**config.mk**
```make
export PLATFORM = sky130hd
export DESIGN_NAME = rr_mux_arbiter_4_flat
export DESIGN_NICKNAME = d
export VERILOG_FILES = /design/src/rtl/rr_mux_arbiter_4_if.sv /design/src/rtl/rr_mux_arbiter_4.sv /design/src/flat_wrapper.sv
export SDC_FILE = /design/constraint.sdc
export NUM_CORES = 1
export LEC_CHECK = 0
export CAP_MARGIN = 5
export CELL_PAD_IN_SITES_DETAIL_PLACEMENT = 0
export CELL_PAD_IN_SITES_GLOBAL_PLACEMENT = 1
export CORE_ASPECT_RATIO = 0.9
export CORE_MARGIN = 4
export CORE_UTILIZATION = 25
export CTS_CLUSTER_DIAMETER = 100
export DETAILED_ROUTE_END_ITERATION = 7
export HOLD_SLACK_MARGIN = 0.02
export PLACE_DENSITY_LB_ADDON = 0.1
export SLEW_MARGIN = 0
export SYNTH_ARGS = -nofsm -noshare
export SYNTH_HDL_FRONTEND = slang
export SYNTH_SLANG_ARGS = --single-unit
```
**constraint.sdc**
```tcl
create_clock -name clk -period 1.52 [get_ports clk]
set_input_delay 0.304 -clock clk [delete_from_list [all_inputs] [get_ports clk]]
set_output_delay 0.304 -clock clk [all_outputs]
set_load 0.05 [all_outputs]
```
**src/rtl/rr_mux_arbiter_4_if.sv**
```systemverilog
// Handshake/data bundle between four requesters, the arbiter and the downstream consumer.
// master: requester/consumer side; slave: arbiter side.
interface rr_mux_arbiter_4_if #(
    parameter int unsigned WIDTH = 8
);
    logic [3:0]       req;
    logic [WIDTH-1:0] i0;
    logic [WIDTH-1:0] i1;
    logic [WIDTH-1:0] i2;
    logic [WIDTH-1:0] i3;
    logic             out_ready;
    logic [WIDTH-1:0] out_data;
    logic             out_valid;
    logic [3:0]       gnt;
    logic             s0;
    logic             s1;
    logic [3:0]       ack;

    modport master (
        output req, i0, i1, i2, i3, out_ready,
        input  out_data, out_valid, gnt, s0, s1, ack
    );

    modport slave (
        input  req, i0, i1, i2, i3, out_ready,
        output out_data, out_valid, gnt, s0, s1, ack
    );
endinterface

```
**src/rtl/rr_mux_arbiter_4.sv**
```systemverilog
// 4-way arbiter + data mux with registered output and IDLE/BUSY handshake.
// Define ARB_ROUND_ROBIN_EN for round-robin; otherwise fixed priority (requester 0 highest).
module rr_mux_arbiter_4 #(
    parameter int unsigned WIDTH = 8
) (
    input logic              clk,
    input logic              rst,
    rr_mux_arbiter_4_if.slave bus
);
    typedef enum logic [0:0] {StIdle, StBusy} state_e;

    state_e           state_q, state_d;
    logic [3:0]       gnt_q, gnt_d;
    logic [1:0]       sel_q, sel_d;
    logic [WIDTH-1:0] data_q, data_d;
    logic [3:0]       ack_q, ack_d;
    logic [1:0]       win_idx;
    logic [1:0]       idx;

`ifdef ARB_ROUND_ROBIN_EN
    logic [1:0] ptr_q, ptr_d;

    // Scan downward so the lowest offset from the pointer is written last and wins.
    always_comb begin
        win_idx = '0;
        idx     = '0;
        for (int k = 3; k >= 0; k--) begin
            idx = ptr_q + 2'(k);
            if (bus.req[idx]) win_idx = idx;
        end
    end
`else
    always_comb begin
        win_idx = '0;
        idx     = '0;
        for (int k = 3; k >= 0; k--) begin
            idx = 2'(k);
            if (bus.req[idx]) win_idx = idx;
        end
    end
`endif

    always_comb begin
        state_d = state_q;
        gnt_d   = gnt_q;
        sel_d   = sel_q;
        data_d  = data_q;
        ack_d   = '0;
`ifdef ARB_ROUND_ROBIN_EN
        ptr_d   = ptr_q;
`endif
        unique case (state_q)
            StIdle: begin
                if (|bus.req) begin
                    state_d = StBusy;
                    gnt_d   = 4'b0001 << win_idx;
                    sel_d   = win_idx;
                    unique case (win_idx)
                        2'd0:    data_d = bus.i0;
                        2'd1:    data_d = bus.i1;
                        2'd2:    data_d = bus.i2;
                        default: data_d = bus.i3;
                    endcase
                end
            end
            StBusy: begin
                // Inputs are ignored while busy; only out_ready can end the transfer.
                if (bus.out_ready) begin
                    state_d = StIdle;
                    ack_d   = gnt_q;
                    gnt_d   = '0;
`ifdef ARB_ROUND_ROBIN_EN
                    ptr_d   = sel_q + 2'd1;
`endif
                end
            end
            default: state_d = StIdle;
        endcase
    end

    always_ff @(posedge clk) begin
        if (rst) begin
            state_q <= StIdle;
            gnt_q   <= '0;
            sel_q   <= '0;
            data_q  <= '0;
            ack_q   <= '0;
`ifdef ARB_ROUND_ROBIN_EN
            ptr_q   <= '0;
`endif
        end else begin
            state_q <= state_d;
            gnt_q   <= gnt_d;
            sel_q   <= sel_d;
            data_q  <= data_d;
            ack_q   <= ack_d;
`ifdef ARB_ROUND_ROBIN_EN
            ptr_q   <= ptr_d;
`endif
        end
    end

    assign bus.out_data  = data_q;
    assign bus.out_valid = (state_q == StBusy);
    assign bus.gnt       = gnt_q;
    assign bus.s0        = sel_q[1];
    assign bus.s1        = sel_q[0];
    assign bus.ack       = ack_q;
endmodule
```
**src/flat_wrapper.sv**
```systemverilog
// flat-port wrapper written by rule: the top's interface ports become plain ports
module rr_mux_arbiter_4_flat 
#(
    parameter int unsigned WIDTH = 8
)
  (clk, rst, bus_req, bus_i0, bus_i1, bus_i2, bus_i3, bus_out_ready, bus_out_data, bus_out_valid, bus_gnt, bus_s0, bus_s1, bus_ack);
  rr_mux_arbiter_4_if #(.WIDTH(WIDTH)) bus_i ();
  input logic clk;
  input logic rst;
  input wire logic [$bits(bus_i.req)-1:0] bus_req;
  input wire logic [$bits(bus_i.i0)-1:0] bus_i0;
  input wire logic [$bits(bus_i.i1)-1:0] bus_i1;
  input wire logic [$bits(bus_i.i2)-1:0] bus_i2;
  input wire logic [$bits(bus_i.i3)-1:0] bus_i3;
  input wire logic [$bits(bus_i.out_ready)-1:0] bus_out_ready;
  output wire logic [$bits(bus_i.out_data)-1:0] bus_out_data;
  output wire logic [$bits(bus_i.out_valid)-1:0] bus_out_valid;
  output wire logic [$bits(bus_i.gnt)-1:0] bus_gnt;
  output wire logic [$bits(bus_i.s0)-1:0] bus_s0;
  output wire logic [$bits(bus_i.s1)-1:0] bus_s1;
  output wire logic [$bits(bus_i.ack)-1:0] bus_ack;
  assign bus_i.req = bus_req;
  assign bus_i.i0 = bus_i0;
  assign bus_i.i1 = bus_i1;
  assign bus_i.i2 = bus_i2;
  assign bus_i.i3 = bus_i3;
  assign bus_i.out_ready = bus_out_ready;
  assign bus_out_data = bus_i.out_data;
  assign bus_out_valid = bus_i.out_valid;
  assign bus_gnt = bus_i.gnt;
  assign bus_s0 = bus_i.s0;
  assign bus_s1 = bus_i.s1;
  assign bus_ack = bus_i.ack;
  rr_mux_arbiter_4 #(.WIDTH(WIDTH)) u_core (.clk(clk), .rst(rst), .bus(bus_i));
endmodule
```
==> results.json, run 1 <==
{
  "run_status": "finished clean",
  "pre_cts_slack_ps": -446.3,
  "seqCellArea_um2": 380.4,
  "setup_viol": 0,
  "grt_use_total": 0.1429,
  "tightest_slew_ps": 622.1,
  "synth_top_family_by_area": "compound AO/OA/AOI/OAI gates",
  "rows": 21,
  "path_cells": "clkdlybuf4s50_1 > or4_4 > a21oi_4 > a32o_1",
  "clkSlewWorstSetupHoldPaths_ps": 80,
  "finClkSkew_ps": 1.828,
  "dp.cells": 238,
  "holdPathEnd": "u_core.bus.ack[1]",
  "r2r_cells": 2,
  "hold_viol_final": 0,
  "area_delta_synth_final_pct": 95.95,
  "final_util": 0.5155,
  "min_path_cells": 1,
  "synth.distinct_cells": 24,
  "final_cell_area_um2": 1937,
  "leakagePower_nw": 0.7752,
  "fillCellCount": 369,
  "dieArea_um2": 5025,
  "post_route_cells_drive_above_1_share": 0.2245,
  "routed_wirelength_um": 3510,
  "syn_area_um2": 988.4,
  "path_class": "input pin to register",
  "multiInputGateArea_um2": 565.5,
  "routedWlPerCell_um": 14.50,
  "clockBufferDepth": 2,
  "rsz0062_at_grt": "false",
  "synth.avg_cell_area_um2": 7.845,
  "ios": 58,
  "cp_top_family": "compound AO/OA/AOI/OAI gates",
  "netlist_instances": 126,
  "vias": 1176,
  "crit-reg2reg-launch": "u_core.bus.out_valid",
  "synth-xor-area-share": 0,
  "drc": 0,
  "crit_path_max_incr_delay_ps": 450,
  "grt_pass1_vias": 1185,
  "antenna_found_initial": 0,
  "cts_tree": "built",
  "port_buffers": 57,
  "grt_pass1_wl_um": 5409,
  "synthSimpleGateAreaFrac": 0.2367,
  "clock_sinks": 19,
  "hold_slack_ps": 520.6,
  "die_h_um": 67.65,
  "p_per_area_nw_per_um2": 743.8,
  "layout.nets": 236,
  "dp_hpwl_um": 2757,
  "ant_nets": 0,
  "crit_slowest_cell": "or4_4",
  "drv_slew": 0,
  "insertion_delay_ps": 260,
  "period_minus_slack_ps": 1432,
  "critical_path_arrival_ps": 1640,
  "critPathCaptureType": "register",
  "initialDrtViolationCount": 50,
  "cts_buffers": 3,
  "grt_max_degree": 12,
  "yosysWarnings": 0,
  "synth_compound_area_frac": 0.3329,
  "cts_root_buffer": "clkbuf_8",
  "r2r_end": "u_core.bus.out_data[3]",
  "start_util": 0.2631,
  "worstSetupStartpointType": "input pin",
  "r2r_setup_slack_ps": 240,
  "diodes": 0,
  "dr.pass1.iters": 4,
  "dieWidth_um": 74.28,
  "synthAdderAreaFrac": 0,
  "ir_drop_uv": 437.0,
  "hold_path_class": "register to register",
  "tns_ps": 0,
  "instances_no_fill": 242,
  "syn-num-nets": 165,
  "crit_fanout": 8,
  "synth-seq-cells": 19,
  "hold_path_startpoint": "u_core.bus.gnt[1]",
  "place_area_um2": 1892,
  "avgViaCountPerCell": 4.860,
  "finalPower_mw": 1.441,
  "core_area_um2": 3757,
  "path_buf_inv": 1,
  "place_congestion": 0.7747,
  "relSlewSlack": 0.5837,
  "htreeDepth": 1,
  "grt_overflow_total": 0,
  "critPathRequiredTime_ps": 1720,
  "muxShareOfSynthArea": 0,
  "synth_seq_area_share": 0.3848,
  "cap_violations": 0,
  "fmax_mhz": 698.4,
  "fin_crit_sh": 0.9421,
  "fin_ws_ps": 88.08
}
==> sequential cells by signal, indices dropped and copies added, names as in the netlist <==
register,cells
u_core.sel_q,2
u_core.bus.out_data,8
u_core.bus.out_valid,1
u_core.bus.gnt,4
u_core.bus.ack,4
==> power breakdown <==
part / total (mW) / leakage (nW) / switching (mW) / internal (mW)
Sequential: 0.563 / 0.156 / 0.0355 / 0.527
Clock: 0.363 / 0.0255 / 0.181 / 0.182
Combinational: 0.515 / 0.594 / 0.234 / 0.281
Total: 1.44 / 0.775 / 0.450 / 0.991
==> what timing repair did <==
action	CTS	global route
endpoints found under the setup margin	10	0
resized for setup	5	0
hold buffers	0	0
buffers inserted	0	0
==> placed cells by master, fill, tap and decap left out, types with 2 or more instances in the layout <==
cell type / instances
clkbuf_8: 3
buf_4: 19
o21ai_0: 7
a21oi_1: 3
a32oi_1: 2
o31ai_1: 6
nand2b_1: 4
a211oi_1: 6
a21o_1: 2
and2_1: 4
nand2_1: 18
buf_12: 18
nor3_1: 4
o21bai_1: 2
a32o_1: 8
dlygate4sd2_1: 3
inv_1: 2
a22o_1: 2
nor2_1: 21
dfxtp_1: 19
clkdlybuf4s50_1: 35
==> area by class of cell <==
type | instances | area share
Inverter | 2 | 0.003876
Clock buffer | 3 | 0.02132
Multi-Input combinational cell | 96 | 0.2920
Clock inverter | 1 | 0.002584
Timing Repair Buffer | 75 | 0.4541
Tap cell | 46 | 0.02972
Sequential cell | 19 | 0.1964
==> cells in the mapped netlist <==
library cell   n  area share
nand2b_1       4       0.025
a32o_1         8       0.081
or4_4          1       0.011
nand2_1       18       0.068
o21bai_1       2       0.015
inv_1          2      0.0076
o22ai_1        1      0.0063
nor3_1         4       0.020
a21o_1         2       0.015
and2_1         4       0.025
a21oi_4        1       0.016
buf_2          3       0.015
a22o_1         2       0.018
a22oi_1        1      0.0076
o21ai_0        8       0.041
a21oi_1        3       0.015
o31ai_1        6       0.046
a211oi_1       6       0.046
a32oi_1        2       0.018
clkbuf_1       6       0.023
dfxtp_1       19        0.38
o41ai_1        1      0.0089
nor2_1        21       0.080
nor2b_1        1      0.0063
==> how the worst max path moves through the flow <==
stage / from / end / slack, ps / cells past startpoint
3_3_place_gp: bus_req[1] / u_core.bus.out_data[7] / -410 / 4
4_1_cts: bus_req[0] / u_core.bus.out_data[6] / 80 / 4
6_report: bus_req[0] / u_core.bus.out_data[3] / 90 / 4
2_1_floorplan: u_core.bus.out_valid / u_core.bus.out_data[1] / 30 / 3
3_5_place_dp: bus_req[1] / u_core.bus.gnt[2] / -450 / 5
5_1_grt: bus_req[0] / u_core.bus.out_data[4] / 40 / 6
==> cell families after synthesis <==
| kind of cell | count (synthesis) |
|---|---|
| AO/OA/AOI/OAI | 43 |
| buffers and inverters | 11 |
| flip-flops | 19 |
| AND/OR/NAND/NOR | 53 |
==> routing by layer <==
metal | wire length, um | vias up | share of wire | GRT usage
li1 | - | 597 | - | -
met3 | 370 | 2 | 0.11 | 0.05357
met2 | 1550 | 45 | 0.44 | 0.2323
met4 | 18 | 0 | 0.0051 | 0.03111
met5 | 0 | - | 0 | 0
met1 | 1572 | 532 | 0.45 | 0.1804
Note: power is estimated with default switching activity, not from simulation.
==> run 2: changes to the inputs <==
--- a/config.mk
+++ b/config.mk
@@ -15,6 +15,7 @@
 export DETAILED_ROUTE_END_ITERATION = 7
 export HOLD_SLACK_MARGIN = 0.02
 export PLACE_DENSITY_LB_ADDON = 0.1
+export SKIP_CTS_REPAIR_TIMING = 1
 export SLEW_MARGIN = 0
 export SYNTH_ARGS = -nofsm -noshare
 export SYNTH_HDL_FRONTEND = slang
==> results.json, run 2 (same netlist as run 1, synthesis figures left out) <==
{
  "cts_root_buffer": "clkbuf_8",
  "die_h_um": 67.65,
  "ant_nets": 0,
  "grt_max_degree": 12,
  "hold_viol_final": 0,
  "most-common-layout-cells": "35 x clkdlybuf4s50_1, 20 x nor2_1, 19 x buf_4, 19 x dfxtp_1",
  "multiInputGateArea_um2": 568.0,
  "crit_fanout": 8,
  "critical_path_arrival_ps": 1630,
  "grt_pass1_vias": 1180,
  "routed_wirelength_um": 3489,
  "cts_tree": "built",
  "dp_hpwl_um": 2757,
  "drc": 0,
  "critPathRequiredTime_ps": 1720,
  "tns_ps": 0,
  "htreeDepth": 1,
  "routedWlPerCell_um": 14.42,
  "path_class": "input pin to register",
  "relSlewSlack": 0.5811,
  "port_buffers": 57,
  "leakagePower_nw": 0.7986,
  "hold_path_class": "input pin to register",
  "fmax_mhz": 701.1,
  "r2r_cells": 2,
  "p_per_area_nw_per_um2": 740.6,
  "worstSetupStartpointType": "input pin",
  "rows": 21,
  "critPathCaptureType": "register",
  "clkSlewWorstSetupHoldPaths_ps": 80,
  "dr.pass1.iters": 4,
  "place_congestion": 0.7747,
  "layout.nets": 236,
  "seqCellArea_um2": 380.4,
  "grt_overflow_total": 0,
  "ir_drop_uv": 442.6,
  "fin_crit_sh": 0.9383,
  "place_area_um2": 1892,
  "hold_slack_ps": 479.2,
  "fin_ws_ps": 93.74,
  "dieArea_um2": 5025,
  "layout_commonest_cell": "clkdlybuf4s50_1",
  "area_delta_synth_final_pct": 97.34,
  "initialDrtViolationCount": 50,
  "fillCellCount": 371,
  "setup_viol": 0,
  "insertion_delay_ps": 260,
  "run_status": "finished clean",
  "period_minus_slack_ps": 1426,
  "final_cell_area_um2": 1951,
  "avgViaCountPerCell": 4.864,
  "rsz0062_at_grt": "false",
  "dieWidth_um": 74.28,
  "drv_slew": 0,
  "tightest_slew_ps": 626.1,
  "final_util": 0.5191,
  "largest_reg_flops": 8,
  "grt_use_total": 0.1422,
  "start_util": 0.2631,
  "cts_buffers": 3,
  "grt_pass1_wl_um": 5382,
  "clock_sinks": 19,
  "post_route_cells_drive_above_1_share": 0.2296,
  "antenna_found_initial": 0,
  "diodes": 0,
  "ios": 58,
  "core_area_um2": 3757,
  "pre_cts_slack_ps": -446.3,
  "finClkSkew_ps": 2.242,
  "cap_violations": 0,
  "vias": 1177,
  "clockBufferDepth": 2,
  "min_path_cells": 4
}
[run 2: stage by stage]
stage | total power [mW] | cells
after floorplan | 0.7878 | 126
after global placement | 1.091 | 238
after detailed placement | 1.094 | 238
after CTS | 1.469 | 242
after global routing | 1.525 | 242
final | 1.445 | 242
[run 2: worst paths after layout]
kind         slack (ps)                      to                  from
max                  90  u_core.bus.out_data[6]            bus_req[0]
max reg2reg         240  u_core.bus.out_data[6]  u_core.bus.out_valid
min reg2reg         520       u_core.bus.ack[1]     u_core.bus.gnt[1]
min                 480         u_core.sel_q[1]            bus_req[1]
[run 2: power by group]
part           leakage [nW]  switching [mW]  total, mW  internal, mW
Sequential            0.156          0.0353      0.563         0.527
Clock                0.0255           0.182      0.365         0.182
Combinational         0.617           0.234      0.517         0.283
[run 2: final cells by class]
class | instances | area share
Clock buffer | 3 | 0.02117
Clock inverter | 1 | 0.002566
Inverter | 2 | 0.003849
Multi-Input combinational cell | 96 | 0.2912
Sequential cell | 19 | 0.1950
Tap cell | 46 | 0.02951
Timing Repair Buffer | 75 | 0.4567
[run 2: worst max-delay path, cell delays in order]
cell             delay (ps)
clkdlybuf4s50_1         430
or4_4                   450
a21oi_4                 280
a32o_1                  170
[run 2: per-layer routing]
layer / global-route usage / share of wire / up-vias
li1: - / - / 597
met1: 0.1787 / 0.45 / 532
met2: 0.2323 / 0.44 / 46
met3: 0.05357 / 0.11 / 2
met4: 0.03111 / 0.0052 / 0
met5: 0 / 0 / -
